--- config.mk ---
export PLATFORM = sky130hd
export DESIGN_NAME = load_store_unit
export DESIGN_NICKNAME = d
export VERILOG_FILES = /design/src/rtl/lsu_pkg.sv /design/src/rtl/lsu_align.sv /design/src/rtl/load_store_unit.sv
export SDC_FILE = /design/constraint.sdc
export NUM_CORES = 1
export LEC_CHECK = 0
export CORE_MARGIN = 10
export CORE_UTILIZATION = 40
export CTS_BUF_LIST = sky130_fd_sc_hd__clkbuf_16
export DETAILED_ROUTE_END_ITERATION = 7
export PLACE_DENSITY = 0.81
export SLEW_MARGIN = 40
export SYNTH_ARGS = -nofsm -noshare
export SYNTH_HDL_FRONTEND = slang
export SYNTH_HIERARCHICAL = 1
export SYNTH_SLANG_ARGS = --single-unit
--- constraint.sdc ---
create_clock -name clk -period 2.7 [get_ports clk]
set_input_delay 0.675 -clock clk [delete_from_list [all_inputs] [get_ports clk]]
set_output_delay 0.675 -clock clk [all_outputs]
set_load 0.03 [all_outputs]
--- src/rtl/lsu_pkg.sv ---
// lsu_pkg: shared definitions for the load/store unit.
//   - RISC-V funct3 width/sign codes for loads and stores
//   - lsu_state_e controller states
//   - lane helpers: little-endian byte/half pick, access-size decode, misalignment test
package lsu_pkg;

  localparam int WORD_W = 32;

  localparam logic [2:0] F3_LB  = 3'b000;
  localparam logic [2:0] F3_LH  = 3'b001;
  localparam logic [2:0] F3_LW  = 3'b010;
  localparam logic [2:0] F3_LBU = 3'b100;
  localparam logic [2:0] F3_LHU = 3'b101;
  localparam logic [2:0] F3_SB  = 3'b000;
  localparam logic [2:0] F3_SH  = 3'b001;
  localparam logic [2:0] F3_SW  = 3'b010;

  typedef enum logic [2:0] {
    ST_IDLE,
    ST_LOAD,
    ST_RMW,
    ST_ACK,
    ST_ERR
  } lsu_state_e;

  // Byte lane k lives in bits [8k+7:8k].
  function automatic logic [7:0] lane_byte(input logic [31:0] w, input logic [1:0] off);
    logic [7:0] b;
    case (off)
      2'd0:    b = w[7:0];
      2'd1:    b = w[15:8];
      2'd2:    b = w[23:16];
      default: b = w[31:24];
    endcase
    return b;
  endfunction

  function automatic logic [15:0] lane_half(input logic [31:0] w, input logic hi);
    return hi ? w[31:16] : w[15:0];
  endfunction

  // Access size is funct3[1:0] for both loads and stores: 00 byte, 01 half,
  // 1x word (covers the unused codes that fall back to word access).
  function automatic logic size_is_half(input logic [2:0] f3);
    return f3[1:0] == 2'b01;
  endfunction

  function automatic logic size_is_word(input logic [2:0] f3);
    return f3[1];
  endfunction

  function automatic logic misaligned(input logic [2:0] f3, input logic [1:0] off);
    return (size_is_half(f3) && off[0]) || (size_is_word(f3) && (off != 2'b00));
  endfunction

endpackage

--- src/rtl/lsu_align.sv ---
// lsu_align: combinational lane steering for the load/store unit.
//   word    in  32  memory word just read
//   off     in  2   byte offset within the word (addr[1:0])
//   funct3  in  3   RISC-V width/sign code
//   wdata   in  32  store data (low byte/half used for SB/SH)
//   ld_data out 32  extracted, sign/zero-extended load value
//   st_data out 32  word with the store lanes merged in
module lsu_align
  import lsu_pkg::*;
(
  input  logic [WORD_W-1:0] word,
  input  logic [1:0]        off,
  input  logic [2:0]        funct3,
  input  logic [WORD_W-1:0] wdata,
  output logic [WORD_W-1:0] ld_data,
  output logic [WORD_W-1:0] st_data
);

  logic [7:0]  b;
  logic [15:0] h;

  always_comb begin
    b = lane_byte(word, off);
    h = lane_half(word, off[1]);

    case (funct3)
      F3_LB:   ld_data = {{24{b[7]}}, b};
      F3_LH:   ld_data = {{16{h[15]}}, h};
      F3_LBU:  ld_data = {24'd0, b};
      F3_LHU:  ld_data = {16'd0, h};
      default: ld_data = word;
    endcase

    st_data = word;
    case (funct3[1:0])
      2'b00: st_data[{off, 3'b000} +: 8] = wdata[7:0];
      2'b01: st_data[{off[1], 4'b0000} +: 16] = wdata[15:0];
      default: st_data = wdata;
    endcase
  end

endmodule

--- src/rtl/load_store_unit.sv ---
// load_store_unit: core-side initiator for a word-addressed data memory with a
// 1-cycle registered read. Handles LB/LH/LW/LBU/LHU/SB/SH/SW; SB/SH are done as
// read-modify-write, SW writes directly on the accept edge.
// Optional feature macro: MISALIGN_CHECK_EN (misaligned half/word -> resp_err).
// Ports:
//   clk, rst                  clock, async active-high reset
//   req_valid/req_ready       request handshake (accept on posedge when both high)
//   req_we, req_funct3        store flag, RISC-V width/sign code
//   req_addr, req_wdata       byte address, store data
//   resp_valid/rdata/err      one-cycle completion pulse, load data, misalign flag
//   mem_we, mem_r_addr, mem_r_data, mem_w_addr, mem_w_data  memory side
module load_store_unit
  import lsu_pkg::*;
#(
  parameter int ADDR_W = 32,
  parameter int DATA_W = 32
) (
  input  logic              clk,
  input  logic              rst,
  input  logic              req_valid,
  output logic              req_ready,
  input  logic              req_we,
  input  logic [2:0]        req_funct3,
  input  logic [ADDR_W-1:0] req_addr,
  input  logic [DATA_W-1:0] req_wdata,
  output logic              resp_valid,
  output logic [DATA_W-1:0] resp_rdata,
  output logic              resp_err,
  output logic              mem_we,
  output logic [ADDR_W-1:0] mem_r_addr,
  input  logic [DATA_W-1:0] mem_r_data,
  output logic [ADDR_W-1:0] mem_w_addr,
  output logic [DATA_W-1:0] mem_w_data
);

  lsu_state_e        state_q, state_d;
  logic [ADDR_W-1:0] addr_q, addr_d;
  logic [DATA_W-1:0] wdata_q, wdata_d;
  logic [2:0]        funct3_q, funct3_d;
  logic              accept, misalign;
  logic [DATA_W-1:0] ld_data, st_data;

  assign req_ready = (state_q == ST_IDLE) & ~rst;
  assign accept    = req_valid & req_ready;

`ifdef MISALIGN_CHECK_EN
  assign misalign = misaligned(req_funct3, req_addr[1:0]);
  assign resp_err = (state_q == ST_ERR);
`else
  assign misalign = 1'b0;
  assign resp_err = 1'b0;
`endif

  // In IDLE the request address goes straight out so the read launches on
  // the accept edge; afterwards the captured address holds the word.
  assign mem_r_addr = (state_q == ST_IDLE) ? req_addr : addr_q;
  assign mem_w_addr = mem_r_addr;

  lsu_align u_align (
    .word    (mem_r_data),
    .off     (addr_q[1:0]),
    .funct3  (funct3_q),
    .wdata   (wdata_q),
    .ld_data (ld_data),
    .st_data (st_data)
  );

  always_ff @(posedge clk or posedge rst) begin
    if (rst) state_q <= ST_IDLE;
    else     state_q <= state_d;
  end

  always_ff @(posedge clk or posedge rst) begin
    if (rst) begin
      addr_q   <= '0;
      wdata_q  <= '0;
      funct3_q <= '0;
    end else begin
      addr_q   <= addr_d;
      wdata_q  <= wdata_d;
      funct3_q <= funct3_d;
    end
  end

  always_comb begin
    addr_d   = accept ? req_addr   : addr_q;
    wdata_d  = accept ? req_wdata  : wdata_q;
    funct3_d = accept ? req_funct3 : funct3_q;
  end

  always_comb begin
    state_d = state_q;
    case (state_q)
      ST_IDLE: begin
        if (accept) begin
          if (misalign)                       state_d = ST_ERR;
          else if (!req_we)                   state_d = ST_LOAD;
          else if (size_is_word(req_funct3))  state_d = ST_ACK;
          else                                state_d = ST_RMW;
        end
      end
      ST_RMW:  state_d = ST_ACK;
      default: state_d = ST_IDLE;  // LOAD, ACK, ERR all last one cycle
    endcase
  end

  always_comb begin
    resp_valid = 1'b0;
    resp_rdata = '0;
    mem_we     = 1'b0;
    mem_w_data = req_wdata;
    case (state_q)
      ST_IDLE: mem_we = accept & req_we & size_is_word(req_funct3) & ~misalign;
      ST_LOAD: begin
        resp_valid = 1'b1;
        resp_rdata = ld_data;
      end
      ST_RMW: begin
        // mem_r_data now holds the word read on the accept edge.
        mem_we     = ~rst;
        mem_w_data = st_data;
      end
      ST_ACK:  resp_valid = 1'b1;
      ST_ERR:  resp_valid = 1'b1;
      default: ;
    endcase
  end

endmodule

# Word-level counts from Yosys, hierarchy flattened
# Cells that the tools add are included.
# totals
ff_bits,70
input_bits,103
output_inout_bits,132
word_cells,46
# classes
add_sub_neg,2
eq_ne,11
n_shift,4
mux,15
bitwise,5
reduce_logical,5
# op_table
cell,count
case mux 32 bit (4 select lines),1
two-way mux 32 bit,3
bitwise mux 32 bit,2
case mux 32 bit (2 select lines),1
"variable shift 16 x 7 -> 32 bit, first input constant",1
"variable shift 8 x 7 -> 32 bit, first input constant",1
variable part select 16 x 7 -> 32 bit,1
variable part select 8 x 7 -> 32 bit,1
case mux 8 bit (3 select lines),1
two-way mux 16 bit,1
negator 5 -> 7 bit,2
"equality test 3 bit, second input constant",3
"equality test 3 x 1 -> 1 bit, second input constant",2
"equality test 3 x 2 -> 1 bit, second input constant",2
logical NOT 3 bit,2
case mux 3 bit (2 select lines),1
AND 1 bit,4
"equality test 2 x 1 -> 1 bit, second input constant",2
logical NOT 2 bit,2
two-way mux 3 bit,1
OR reduction 3 bit,1
"equality test 2 bit, second input constant",1
two-way mux 1 bit,2
two-way mux 2 bit,1
other kinds (3),3

# Logic depth before layout (Yosys ltp)
# Gate-level depths: netlist (run 1).
# depth
depth_word,6
mapped_depth,11

# Hierarchy
# The synthesis (run 1) kept the hierarchy.
# by_module_without_submodules
module,n_inst,cells_per_inst,area_per_inst_um2,seq_area_each_um2
load_store_unit,1,299,3955.0,1726.7
lsu_align,1,251,1611.5,0.0

# Worst setup path before layout (run 1)
# OpenSTA, ideal clock, no wires.
# synth_path
kind,register -> output
startpoint,register addr_q[1]
endpoint,output mem_w_data[24]
arrival_time_ns,2.403
setup_slack_ns,-0.378
stages_incl_launch_ff,9
path_buffers,2
path_cell_list,dfrtp_1 -> buf_4 -> inv_2 -> clkbuf_1 -> ha_1 -> nor3_1 -> a21oi_1 -> o221ai_1 -> mux2_2
# synth_between
elab_chain_len,5
elab_cells_between_ends,10
# synth_lines
element,line,rtl
start: declaration,load_store_unit.sv:37,"logic [ADDR_W-1:0] addr_q, addr_d;"
start signal: assignment,load_store_unit.sv:79,addr_q <= addr_d;
negator 5 -> 7 bit (on tied branches),"lsu_align.sv:37, lsu_align.sv:36",
"variable part select 16 x 7 -> 32 bit, or another cell as far along",lsu_align.sv:37,"2'b01: st_data[{off[1], 4'b0000} +: 16] = wdata[15:0];"
bitwise mux 32 bit (on tied branches),"lsu_align.sv:37, lsu_align.sv:36",
case mux 32 bit (2 select lines) *,lsu_align.sv:35,case (funct3[1:0])
via st_data[24],load_store_unit.sv:41,"logic [DATA_W-1:0] ld_data, st_data;"
two-way mux 32 bit *,load_store_unit.sv:112,case (state_q)
end: declaration,load_store_unit.sv:33,output logic [DATA_W-1:0] mem_w_data
# Mark *: on every way through the listed nets, which the timed path passes. The rest lies on a longest branch.

# Final worst setup path (run 1)
# layout_path
startpoint,register addr_q[1]
endpoint,output mem_w_data[21]
# The elaborated chain is that of the path after synthesis.

==> results of run 1 <==
[final cells by class]
type / count / share of cell area [%]
Tap cell: 180 / 2.28
Clock buffer: 9 / 2.28
Sequential cell: 69 / 17.6
Inverter: 5 / 0.241
Antenna cell: 2 / 0.0508
Clock inverter: 5 / 0.470
Multi-Input combinational cell: 405 / 41.4
Timing Repair Buffer: 340 / 35.7
[sequential cells by signal (all words and copies together), names as in the netlist]
| register | cells |
|---|---|
| wdata_q | 32 |
| addr_q | 32 |
| funct3_q | 3 |
| state_q | 2 |
[final timing paths]
check,endpoint,depth (start not counted),slack (ps)
setup / recovery,mem_w_data[21],11,-400
hold / removal,addr_q[16]$_DFFE_PP0P_,1,500
setup reg to reg,addr_q[24]$_DFFE_PP0P_,5,840
hold reg to reg,addr_q[16]$_DFFE_PP0P_,1,500
max in group asynchronous,addr_q[0]$_DFFE_PP0P_,3,1540
min in group asynchronous,state_q[0]$_DFFE_PP0P_,3,830
[layout by cell type (no fill, tap or decap), drive strengths merged, types with 16 or more instances in the layout]
master,synthesis,final
mux2,131,131
dlygate4sd2,0,29
o221ai,16,16
nand2,73,73
buf,57,208
mux2i,17,17
nor2b,26,26
clkdlybuf4s50,0,101
dfrtp,69,69
a21oi,21,21
a22oi,16,16
and2,33,33
[cell families (layout without fill, tap and decap cells)]
| group | Yosys count | in the layout | synth area share [%] |
|---|---|---|---|
| buffers and inverters | 76 | 359 | 8.50 |
| multiplexers | 148 | 148 | 31.6 |
| AND/OR/NAND/NOR | 158 | 158 | 14.4 |
| flip-flops | 69 | 69 | 31.0 |
| other | 1 | 3 | 0.0674 |
| AO/OA/AOI/OAI | 92 | 92 | 13.1 |
| adder cells (fa/ha/maj) | 6 | 6 | 1.35 |
[repair_timing]
| action | CTS | global route |
|---|---|---|
| cloned | 0 | 1 |
| endpoints found under the setup margin | 88 | 74 |
| hold buffers | 0 | 0 |
| buffers inserted | 26 | 12 |
| resized for setup | 211 | 62 |
| pin swaps | 43 | 32 |
[critical path: stages, from the launching register on]
cell      delay [ps]
dfrtp_2          440
inv_4             80
buf_6            120
ha_4             150
nand2b_4         160
nor3b_4          230
buf_4            170
buf_6            130
a21oi_1           70
o221ai_1         200
mux2_4           210
buf_12           110
[synth_stat cells, types with 8 or more instances]
cell      number  area [um^2]
mux2_2        99         1110
nand2_1       73          274
dfrtp_1       69         1730
buf_4         34          255
and2_1        33          206
mux2_4        30          450
nor2b_1       26          163
a21oi_1       20          100
buf_2         18         90.1
mux2i_1       17          170
a22oi_1       16          120
o221ai_1      16          140
clkbuf_1      14         52.6
nor3_1        10         50.1
a22o_1         9         78.8
a221o_1        8         80.1
[where the power goes]
| group | switching [mW] | internal, mW | total [mW] | leakage (nW) |
|---|---|---|---|---|
| logic | 5.69 | 5.34 | 11.0 | 3.45 |
| registers | 0.570 | 1.57 | 2.14 | 0.812 |
| clock network | 0.445 | 0.693 | 1.14 | 0.141 |
| total | 6.70 | 7.60 | 14.3 | 4.41 |
[layer usage]
metal	vias to the layer above	track usage [%]	share of wire, %
met5	-	0	0
met4	0	10.4	3.6
met3	79	5.43	9.4
met2	339	38.8	48
met1	2761	28.7	39
li1	2518	-	-
[per-stage QoR]
step	utilization [%]	instances	TNS, ps	total power, mW	hold slack (ps)
global placement	61.5	968	-16290	11.3	485
detailed placement	61.5	968	-17740	11.4	493
floorplan	-	550	-203	8.15	477
CTS	69.1	1006	-12380	13.6	507
global route	71.6	1014	-20750	14.9	519
finish	71.6	1015	-16590	14.3	501
==> results by group, run 1 <==
Status
  • Outcome: finished, violations left
  • Failing checks: negative setup slack

Placed design
  • Input/output buffers: 233
  • Area after DPL: 8470 um^2
  • Detailed placement HPWL: 17100 um
  • Pre-CTS setup slack: -500 ps
  • Routability cong.: around 1.1

GRT
  • Total GRT Usage: 23.6%
  • First-pass GRT wire length: 34600 um
  • GRT overflow: 0
  • Vias in the first global route: 5990
  • Largest net degree at the start of global routing: 70
  • Initial antenna violation count: 1

CTS
  • Worst-case clock buffer depth: 2
  • CTS tree: done
  • Clock root buffer: clkbuf_16
  • Clk_lat worst skew: around 350 ps
  • CTS sink count: 69
  • Clock transition at path regs: around 50 ps
  • Num CTS Buffers: 9
  • H-tree depth: 3

Drt
  • Drt pass-1 iters: 6
  • DRT iter0 DRCs: ~550
  • DRC viols: 0
  • Number of antenna-violating nets in the routed design: 0
  • Routed WL: 23700 um
  • Vias per inst: approximately 5.6
  • Wirelength per Cell: between 20 and 25 um
  • Via count: between 5000 and 6000

Timing
  • RSZ-0062 raised after global routing: yes
  • Final Hold Fails: 0
  • Post-route minimum period: a little over 3000 ps
  • Maximum clock rate: around 320 MHz
  • Setup ws final: -402 ps
  • Crit share post-route: 115%
  • Worst Clk Skew: 5.66 ps
  • Slew Limit Fails: 0
  • Setup-failing EPs final: 64

Layout
  • Multi-input combinational cell area: approximately 4000 um^2
  • Finished layout cell area: between 9000 and 10000 um^2
  • Synth-to-Final Area Change: 77.1%
  • Layout fillers: between 900 and 1000
  • Ratio of cells with drive above 1 in the final layout: 56.4%
  • Storage cell area: 1730 um^2
  • Nets: approximately 940

Hold path
  • Worst Hold Class: flip-flop to flip-flop
  • Hold path start: addr_q[16]$_DFFE_PP0P_

Yosys
  • Sequential fraction of the synthesis area: a little under a third
  • Netlist Area Pre-Place: about 5600 um^2
  • Count of cell types in the netlist: 40
  • Async SR Flop Fraction: 100%
  • Syn nets: roughly 660
  • Seq cells post-synth: 69
  • Post-synthesis area per instance: between 10 and 15 um^2
  • Ys Warns: 6
  • Post-Syn Instances: 550
  • Number of flops mapped to enable cells by yosys: 0
  • Prevailing post-synth register cell: dfrtp_1

Floorplanning
  • Die Y: roughly 140 um
  • Num rows: 43
  • IO Pins: 235
  • Full die area: approximately 19000 um^2
  • Core area: 13800 um^2
  • Chip Width: approximately 140 um
  • Initial Utilization: a little over 40%

Setup path
  • Crit path arrival time: approximately 2400 ps
  • RR Startpoint: state_q[0]$_DFFE_PP0P_
  • Crit path max fanout: 5
  • Worst Setup SP: addr_q[1]$_DFFE_PP0P_
  • Kind of critical path: flip-flop to output port
  • CP endpoint kind: output port
  • Critical Path RT: a little over 2000 ps
  • CP Launch Type: flip-flop

Power
  • Lkg Pwr: roughly 4.4 nW
  • Worst vdd ir: 1.00 mV
  • Areal power density over the cells: between 1000 and 1500 nW/um^2

Run
  • Max_cap viols: 0
Power figures use the tool's default switching activity.
==> inputs of run 2 (changes only) <==
--- a/config.mk
+++ b/config.mk
@@ -9,6 +9,7 @@
 export CORE_UTILIZATION = 40
 export CTS_BUF_LIST = sky130_fd_sc_hd__clkbuf_16
 export DETAILED_ROUTE_END_ITERATION = 7
+export HOLD_SLACK_MARGIN = 0.12
 export PLACE_DENSITY = 0.81
 export SLEW_MARGIN = 40
 export SYNTH_ARGS = -nofsm -noshare
==> results of run 2 <==
No change in the layout: final DEF, timing and power equal those of run 1.
